==> config.mk <==
export PLATFORM = sky130hd
export DESIGN_NAME = s_alloc
export DESIGN_NICKNAME = d
export VERILOG_FILES = /design/src/rtl/s_alloc_pkg.sv /design/src/rtl/s.sv /design/src/rtl/s_alloc.sv
export SDC_FILE = /design/constraint.sdc
export NUM_CORES = 1
export LEC_CHECK = 0
export ABC_AREA = 1
export CORE_ASPECT_RATIO = 0.6
export CORE_MARGIN = 3
export CORE_UTILIZATION = 50
export CTS_CLUSTER_DIAMETER = 100
export DETAILED_ROUTE_END_ITERATION = 8
export PLACE_DENSITY = 0.67
export SYNTH_ARGS = -nofsm -noshare
export SYNTH_HDL_FRONTEND = slang
export SYNTH_SLANG_ARGS = --single-unit
==> constraint.sdc <==
create_clock -name clk -period 19.92 [get_ports clk]
set_input_delay 3.984 -clock clk [delete_from_list [all_inputs] [get_ports clk]]
set_output_delay 3.984 -clock clk [all_outputs]
set_load 0.005 [all_outputs]
==> src/rtl/s_alloc_pkg.sv <==
// Shared widths and helpers for the circular slot allocator.
package s_alloc_pkg;

  // Widest occupancy bitmap the popcount helper accepts.
  localparam int unsigned POP_MAX_W = 1024;

  function automatic int unsigned idx_w(input int unsigned w);
    return $clog2(w);
  endfunction

  function automatic int unsigned cnt_w(input int unsigned w);
    return $clog2(w + 1);
  endfunction

  // Number of set bits; callers zero-extend narrower vectors.
  function automatic int unsigned popcount(input logic [POP_MAX_W-1:0] v);
    int unsigned n;
    n = 0;
    for (int unsigned i = 0; i < POP_MAX_W; i++) begin
      if (v[i]) n++;
    end
    return n;
  endfunction

endpackage

==> src/rtl/s.sv <==
// Combinational circular zero-finder: first clear bit of x_i scanning
// downward from pos_i-1, wrapping through W-1, ending at pos_i itself.
module s #(
  parameter int unsigned W = 32
) (
  input  logic [W-1:0]         x_i,
  input  logic [$clog2(W)-1:0] pos_i,
  output logic [$clog2(W)-1:0] y_enc_o,
  output logic                 any_o
);

  localparam int unsigned IDX_W = $clog2(W);

  logic [IDX_W-1:0] cand;

  // Walk candidates farthest-first so the nearest free slot wins last.
  always_comb begin
    y_enc_o = pos_i;
    cand    = '0;
    for (int unsigned step = W; step >= 1; step--) begin
      cand = IDX_W'((32'(pos_i) + W - step) % W);
      if (!x_i[cand]) y_enc_o = cand;
    end
  end

  // Some slot is free whenever the bitmap is not all ones.
  always_comb begin
    any_o = ~&x_i;
  end

endmodule

==> src/rtl/s_alloc.sv <==
// Sequential round-robin slot allocator over a W-entry occupancy bitmap.
// Offers one free slot per cycle on a registered valid/ready port and
// accepts up to N_FREE releases per cycle.
module s_alloc
  import s_alloc_pkg::*;
#(
  parameter int unsigned W      = 32,
  parameter int unsigned N_FREE = 2
) (
  input  logic                          clk,
  input  logic                          arst,
  input  logic                          flush_i,
  output logic                          alloc_valid_o,
  output logic [$clog2(W)-1:0]          alloc_idx_o,
  input  logic                          alloc_ready_i,
  input  logic [N_FREE-1:0]             free_vld_i,
  input  logic [N_FREE*$clog2(W)-1:0]   free_idx_i,
  output logic [W-1:0]                  occ_o,
  output logic [$clog2(W+1)-1:0]        cnt_o,
  output logic                          err_o
);

  localparam int unsigned IDX_W = idx_w(W);
  localparam int unsigned CNT_W = cnt_w(W);

  logic [W-1:0]     occ_q, occ_d;
  logic [IDX_W-1:0] ptr_q, ptr_d;
  logic             offer_vld_q, offer_vld_d;
  logic [IDX_W-1:0] offer_idx_q, offer_idx_d;
  logic [CNT_W-1:0] cnt_q, cnt_d;
  logic             err_q, err_d;

  logic             fire;
  logic [IDX_W-1:0] fidx [N_FREE];
  logic [N_FREE-1:0] f_in_range;
  logic [W-1:0]     clr_mask;
  logic [W-1:0]     alloc_mask;
  logic             illegal;

  assign fire = offer_vld_q & alloc_ready_i;

  // Unpack release ports; only in-range strobes contribute to the clear mask.
  always_comb begin
    clr_mask   = '0;
    f_in_range = '0;
    for (int unsigned k = 0; k < N_FREE; k++) begin
      fidx[k]       = free_idx_i[k*IDX_W +: IDX_W];
      f_in_range[k] = (32'(fidx[k]) < W);
      if (free_vld_i[k] && f_in_range[k]) clr_mask[fidx[k]] = 1'b1;
    end
  end

  // Flag releases of free slots, duplicate releases, releases of the slot
  // being handed out this cycle, and out-of-range indices.
  always_comb begin
    illegal = 1'b0;
    for (int unsigned k = 0; k < N_FREE; k++) begin
      if (free_vld_i[k]) begin
        if (!f_in_range[k]) begin
          illegal = 1'b1;
        end else begin
          if (!occ_q[fidx[k]]) illegal = 1'b1;
          if (fire && (fidx[k] == offer_idx_q)) illegal = 1'b1;
        end
        for (int unsigned j = 0; j < k; j++) begin
          if (free_vld_i[j] && (fidx[j] == fidx[k])) illegal = 1'b1;
        end
      end
    end
  end

  // Next occupancy/pointer/error; allocation is applied after releases so a
  // slot both released and allocated in one cycle ends up occupied.
  always_comb begin
    alloc_mask = '0;
    if (fire) alloc_mask[offer_idx_q] = 1'b1;
    occ_d = (occ_q & ~clr_mask) | alloc_mask;
    ptr_d = fire ? offer_idx_q : ptr_q;
    err_d = err_q | illegal;
    if (flush_i) begin
      occ_d = '0;
      ptr_d = '0;
      err_d = 1'b0;
    end
    cnt_d = CNT_W'(popcount(POP_MAX_W'(occ_d)));
  end

  // Next offer is searched on next-state occupancy so no slot is offered twice.
  s #(.W(W)) u_search (
    .x_i     (occ_d),
    .pos_i   (ptr_d),
    .y_enc_o (offer_idx_d),
    .any_o   (offer_vld_d)
  );

  // State registers; the offered index holds while the pool is full.
  always_ff @(posedge clk or posedge arst) begin
    if (arst) begin
      occ_q       <= '0;
      ptr_q       <= '0;
      cnt_q       <= '0;
      err_q       <= 1'b0;
      offer_vld_q <= 1'b1;
      offer_idx_q <= IDX_W'(W - 1);
    end else begin
      occ_q       <= occ_d;
      ptr_q       <= ptr_d;
      cnt_q       <= cnt_d;
      err_q       <= err_d;
      offer_vld_q <= offer_vld_d;
      if (offer_vld_d) offer_idx_q <= offer_idx_d;
    end
  end

  assign alloc_valid_o = offer_vld_q;
  assign alloc_idx_o   = offer_idx_q;
  assign occ_o         = occ_q;
  assign cnt_o         = cnt_q;
  assign err_o         = err_q;

endmodule

==> run summary, run 1 <==
Area growth, synth to finish: 10.6%
Seq. cell area: 1260 um2
Fraction of layout cells with a size suffix above 1: 17.0%
CTS Buffer Depth: 2
CP dominant cell by count: nand2_1
Floorplan row count: 44
Primary FF master, synth: dfrtp_1
Die area: 26900 um2
Post-DP HPWL: 39.0 mm
Gr usage total: 33.9%
TritonCTS clock tree: done
Setup-failing EPs final: 0
Worst setup path class: in2reg
Sw Share: 61.7%
Vias/cell: 5.77
Largest net degree at the start of global routing: 51
Final Hold Fails: 0
Slew Limit Fails: 0
Hold Crit Class: reg2reg
Drt pass-1 iters: 8
Comb pwr share: 81.3%
Post-synthesis cell count: 2201
Final min period: 18.87 ns
Critical Path RT: 20.12 ns
Number of global-route vias before repair: 12900
Clock buffer count from CTS: 5
Area of the multi-input gates: 9790 um2
Wire length per cell: 18.4 um
Setup Slack @ Placement: 0.313 ns
CP startpoint kind: primary input
Number of synthesized flops with an enable pin: 0
Highest clock rate: 0.0530 GHz
Final Cycle Share: 94.7%
Max_cap viols: 0
WP data arrival: 19.08 ns
Die outline width: 210 um
Clock-pin slew on the worst setup and hold paths: 0.08 ns
CP peak stage delay: 0.58 ns
Hold-fix buffers at CTS: 0
Drt drc: 0
Seq/Total Area, Yosys: 10.1%
Total number of yosys warnings: 0
Placeable core region: 24300 um2
Status: completed
Power Density: 101 nW/um2
Initial drt markers: 1671
Root Buffer: clkbuf_16
Routed via count: 14900
Fillers: 2505
Synth cell types: 58
Initial core utilization: 51.3%
Crit Path Max Fanout: 9
Internal power: 534 uW
Max VDD drop: 0.0000487 V
Slowest-stage cell, CP: clkdlybuf4s50_1
#FFs+latches synth: 50
Slew at the pin closest to its max-slew limit: 1.01 ns
TNS Setup: 0 ns
Sw power: 863 uW
GRT overflow: 0
Initial antenna violation count: 0
Number of nets with antenna violations after routing: 0
Max-slew headroom: 32.5%
First-pass GRT wire length: 72.7 mm
Syn nets: 2260
Setup ws final: 1.05 ns
Mean Syn Cell Area: 5.67 um2
Final layout net count: 2317
Post-detailed-routing wire length: 47.6 mm
P_leak: 7.13 nW
Clock network power share: 7.6%
# clock sinks: 50
I/O Buffers: 60
Final antenna diode count: 0
Routability Congestion: 1.10
H-tree depth reported by CTS: 2
Clk_skew: 0.00550 ns
Worst-Skew Late Latency: 0.31 ns
Die H: 128 um
Layout Utilization: 56.7%
Flop pwr share: 11.1%
Commonest cells after routing, fill and taps aside: nand2_1, inv_1, nand3_1
Crit. End Element: flip-flop
Post-synthesis cell area: 12500 um2
Most common cell after layout, fill and taps aside: nand2_1
I/O pins: 61
Fraction of registers with async set or reset after synthesis: 100%
Power, Total: 1.40 mW
[synthesized netlist by cell type, drive strengths merged, types with 5 or more instances]
cell    count  area, um2
or2        17        106
dfrtp      44       1100
a22oi      12       90.1
a31oi      10       62.6
nand4      13       81.3
ha         43        538
nor2      139        702
buf        12        105
a21oi      88        440
o21a       12       90.1
xor2       24        210
nand3     308       2020
clkinv      5       20.0
o211ai     13       97.6
inv       331       1260
nand3b     22        165
nor3       28        173
o21ai     176        888
clkbuf     30        143
a21boi      6       45.0
nand2     792       3400
dfstp       6        158
o22ai      22        138
mux2i      20        200
[through the flow]
step                      std cells  area [um2]  hold slack [ns]
after floorplan                2201       12500            0.525
after global placement         2571       13500            0.541
after detailed placement       2571       13500            0.552
after CTS                      2579       13600            0.562
after global routing           2581       13800            0.590
final                          2581       13800            0.558
[worst max-delay path, delay by kind of cell]
| family | cells | cell delay, ns |
|---|---|---|
| xor gates and xnor gates | 3 | 0.50 |
| AOI/OAI and AO/OA | 15 | 2.28 |
| and+or+nand+nor | 54 | 6.09 |
| buffers and inverters | 12 | 1.25 |
| adders and majority gates | 18 | 4.96 |
[layer usage]
| layer | GRT usage (%) | up-vias | wire length (um) |
|---|---|---|---|
| met4 | 4.33 | 0 | 569 |
| li1 | - | 7284 | - |
| met1 | 51.9 | 6778 | 22400 |
| met2 | 44.6 | 783 | 17400 |
| met3 | 13.8 | 55 | 7160 |
| met5 | 0 | - | 0 |
[cell type report]
| cell class | instances | area share (%) |
|---|---|---|
| inverter | 337 | 9.46 |
| tap | 322 | 2.92 |
| sequential | 50 | 9.12 |
| multi-input combinational | 1772 | 71.0 |
| clock buffer | 5 | 0.907 |
| timing repair buffer | 92 | 6.25 |
| clock inverter | 3 | 0.345 |
[sequential cells by signal, summed over array words and instances, names as in the netlist]
signal,count
ptr_q,5
alloc_valid_o,1
err_o,1
alloc_idx_o,5
occ_o,32
cnt_o,6
[cells by family after synthesis]
logic type | share of synthesized area (%)
simple gates | 53.6
buf+inv | 12.4
compound gates | 16.1
flops | 10.1
fa+ha+maj | 4.31
xor+xnor | 1.90
mux | 1.60
[what timing repair did]
action / 4_1_cts / 5_1_grt
gates resized for setup: 0 / 44
setup buffers: 0 / 2
setup endpoints to repair: 0 / 5
[power groups by stage]
| stage | sequential [mW] | combinational [mW] | clock, mW |
|---|---|---|---|
| 2_1_floorplan | 0.134 | 0.807 | 0 |
| 3_3_place_gp | 0.154 | 1.06 | 0 |
| 3_5_place_dp | 0.154 | 1.08 | 0 |
| 4_1_cts | 0.152 | 1.08 | 0.106 |
| 5_1_grt | 0.155 | 1.26 | 0.111 |
| 6_report | 0.155 | 1.14 | 0.106 |
[worst paths after layout]
path | slack, ns | startpoint | cells after the start | to
hold / removal | 0.56 | alloc_idx_o[1]$_DFFE_PP1N_ | 2 | alloc_idx_o[1]$_DFFE_PP1N_
setup reg to reg | 4.71 | alloc_valid_o$_DFF_PP1_ | 101 | cnt_o[4]$_DFF_PP0_
setup / recovery | 1.05 | free_idx_i[3] | 102 | cnt_o[4]$_DFF_PP0_
hold reg to reg | 0.56 | alloc_idx_o[1]$_DFFE_PP1N_ | 2 | alloc_idx_o[1]$_DFFE_PP1N_
max in group asynchronous | 15.27 | arst | 3 | occ_o[1]$_DFF_PP0_
min in group asynchronous | 4.17 | arst | 3 | err_o$_DFF_PP0_
Note: power is estimated with default switching activity, not from simulation.
==> run 2, diff against run 1 <==
- CORE_UTILIZATION: 50 -> 55
- PLACE_DENSITY: 0.67 -> 0.73
- TNS_END_PERCENT: not set -> 100
- clock period: 19.92 -> 21.7 ns (I/O delays scaled with it)
==> run 2 against run 1 <==
The flow now finishes with violations (DRC). Register-to-register slack improved by 0.70 ns. Combinational power fell by 7%. Hold slack got worse by 0.0075 ns. Highest routed layer unchanged. Count of clock-buffer cells in the layout rose by 1. Total power fell by 7.5%. Largest power group unchanged. Wire length rose by 2.0%. Setup slack improved by 0.34 ns. Via count rose by 3.3%. Sequential power fell by 10%. Largest cell class unchanged.
==> run summary, run 2 (synthesized netlist as in run 1, its figures left out) <==
Drt pass-1 iters: 9 (was 8)
Clock network power share: 7.1% (was 7.6%)
# clock sinks: 50 (unchanged)
Max_cap viols: 0 (unchanged)
Die area: 24600 um2 (was 26900 um2)
Max-slew headroom: 29.7% (was 32.5%)
Final Hold Fails: 0 (unchanged)
GR met3 Demand/Resource: 17.4% (was 13.8%)
CP startpoint kind: primary input (unchanged)
CTS Buffer Depth: 2 (unchanged)
Post-DP HPWL: 39.5 mm (was 39.0 mm)
Gr usage total: 38.0% (was 33.9%)
Clock-pin slew on the worst setup and hold paths: 0.07 ns (was 0.08 ns)
Clock buffer count from CTS: 5 (unchanged)
Slowest-stage cell, CP: clkdlybuf4s50_1 (unchanged)
Reg2reg setup slack: 5.41 ns (was 4.71 ns)
Grt peak-use layer: met1 (unchanged)
I/O Buffers: 60 (unchanged)
Worst-Skew Late Latency: 0.30 ns (was 0.31 ns)
Critical Path RT: 21.89 ns (was 20.12 ns)
RR Startpoint: alloc_valid_o$_DFF_PP1_ (unchanged)
Critical Path Start: free_idx_i[4] (was free_idx_i[3])
Commonest cells after routing, fill and taps aside: nand2_1, inv_1, nand3_1 (unchanged)
Comb pwr share: 82.2% (was 81.3%)
Fraction of layout cells with a size suffix above 1: 15.5% (was 17.0%)
GR Util met2: 47.7% (was 44.6%)
GR Util met1: 58.7% (was 51.9%)
Final antenna diode count: 0 (unchanged)
Sw power: 809 uW (was 863 uW)
Crit. End Element: flip-flop (unchanged)
Max reg flops: 32 (unchanged)
Placeable core region: 21600 um2 (was 24300 um2)
Layout Utilization: 62.7% (was 56.7%)
Largest net degree at the start of global routing: 51 (unchanged)
Hold-fix buffers at CTS: 0 (unchanged)
Wire length per cell: 19.0 um (was 18.4 um)
Hold Crit Start: alloc_idx_o[1]$_DFFE_PP1N_ (unchanged)
TritonCTS clock tree: done (unchanged)
Flop pwr share: 10.7% (was 11.1%)
Slew Limit Fails: 0 (unchanged)
Drt drc: 19 (was 0)
Sw Share: 62.6% (was 61.7%)
CP dominant cell by count: nand2_1 (unchanged)
P_leak: 7.00 nW (was 7.13 nW)
CP peak stage delay: 0.53 ns (was 0.58 ns)
First-pass GRT wire length: 74.2 mm (was 72.7 mm)
Hold WS: 0.550 ns (was 0.558 ns)
Worst setup path class: in2reg (unchanged)
GRT overflow: 0 (unchanged)
Final Cycle Share: 93.6%
Violations in the final reports: DRC
I/O pins: 61 (unchanged)
Routed via count: 15400 (was 14900)
Min-Delay Path Depth: 2 (unchanged)
TNS Setup: 0 ns (unchanged)
Highest clock rate: 0.0492 GHz
WP data arrival: 20.50 ns (was 19.08 ns)
Final layout net count: 2306 (was 2317)
Internal power: 483 uW (was 534 uW)
Slew at the pin closest to its max-slew limit: 1.05 ns (was 1.01 ns)
Max VDD drop: 0.0000594 V (was 0.0000487 V)
Root Buffer: clkbuf_16 (unchanged)
H-tree depth reported by CTS: 2 (unchanged)
Power Density: 95.3 nW/um2 (was 101 nW/um2)
Initial drt markers: 2365 (was 1671)
Crit Path Max Fanout: 8 (was 9)
Number of global-route vias before repair: 13200 (was 12900)
Initial core utilization: 57.6% (was 51.3%)
Die outline width: 200 um (was 210 um)
Floorplan row count: 41 (was 44)
Vias/cell: 6.04 (was 5.77)
Area growth, synth to finish: 8.74% (was 10.6%)
Initial antenna violation count: 0 (unchanged)
Number of nets with antenna violations after routing: 0 (unchanged)
Clk_skew: 0.00426 ns (was 0.00550 ns)
Die H: 123 um (was 128 um)
Most common cell after layout, fill and taps aside: nand2_1 (unchanged)
Unrepaired setup endpoints after global routing: no
Routability Congestion: 1.15 (was 1.10)
Hold Crit Class: reg2reg (unchanged)
Final min period: 20.31 ns
Setup-failing EPs final: 0 (unchanged)
Status: finished, violations left (was completed)
Worst r2r path cells: 99 (was 101)
Post-detailed-routing wire length: 48.5 mm (was 47.6 mm)
Post CTS Setup Buffer Count: 0 (unchanged)
-- run 2: worst max-delay path: cells and delay by family --
family / cells / cell delay, ns
simple gates: 54 / 6.39
fa+ha+maj: 18 / 5.06
compound gates: 17 / 3.00
buf+inv: 9 / 1.18
xor+xnor: 3 / 0.52
-- run 2: stage by stage --
stage	total power, mW	setup WS [ns]	instance area, um2	instances
6_report	1.29	1.39	13600	2549
4_1_cts	1.24	1.43	13600	2549
2_1_floorplan	0.864	3.86	12500	2201
3_5_place_dp	1.14	1.17	13400	2541
3_3_place_gp	1.11	2.00	13400	2541
5_1_grt	1.39	0.0141	13600	2549
-- run 2: power groups by stage --
| stage | clock, mW | sequential, mW | combinational [mW] |
|---|---|---|---|
| floorplan | 0 | 0.123 | 0.741 |
| global placement | 0 | 0.139 | 0.972 |
| detailed placement | 0 | 0.139 | 1.00 |
| CTS | 0.0913 | 0.137 | 1.01 |
| global route | 0.0951 | 0.140 | 1.16 |
| finish | 0.0919 | 0.139 | 1.06 |
-- run 2: cell type report --
class,count,area [um2]
Multi-Input combinational cell,1772,9690
Sequential cell,50,1260
Inverter,337,1310
Timing Repair Buffer,81,763
Clock inverter,2,37.5
Fill cell,2101,8090
Clock buffer,6,129
Tap cell,301,377
-- run 2: worst paths after layout --
path                                               to
setup reg to reg                   cnt_o[4]$_DFF_PP0_
hold / removal             alloc_idx_o[1]$_DFFE_PP1N_
setup / recovery                   cnt_o[4]$_DFF_PP0_
hold reg to reg            alloc_idx_o[1]$_DFFE_PP1N_
max in group asynchronous         occ_o[14]$_DFF_PP0_
min in group asynchronous          cnt_o[2]$_DFF_PP0_
-- run 2: layer usage --
metal,wire [um],part of all wire [%]
met2,16700,34
met4,779,1.6
met1,22000,45
met3,9060,19
met5,0,0
-- run 2: timing repair --
| item | in CTS | in global routing |
|---|---|---|
| endpoints found under the hold margin | 0 | 0 |
| setup endpoints to repair | 0 | 5 |
| gates resized for setup | 0 | 4 |
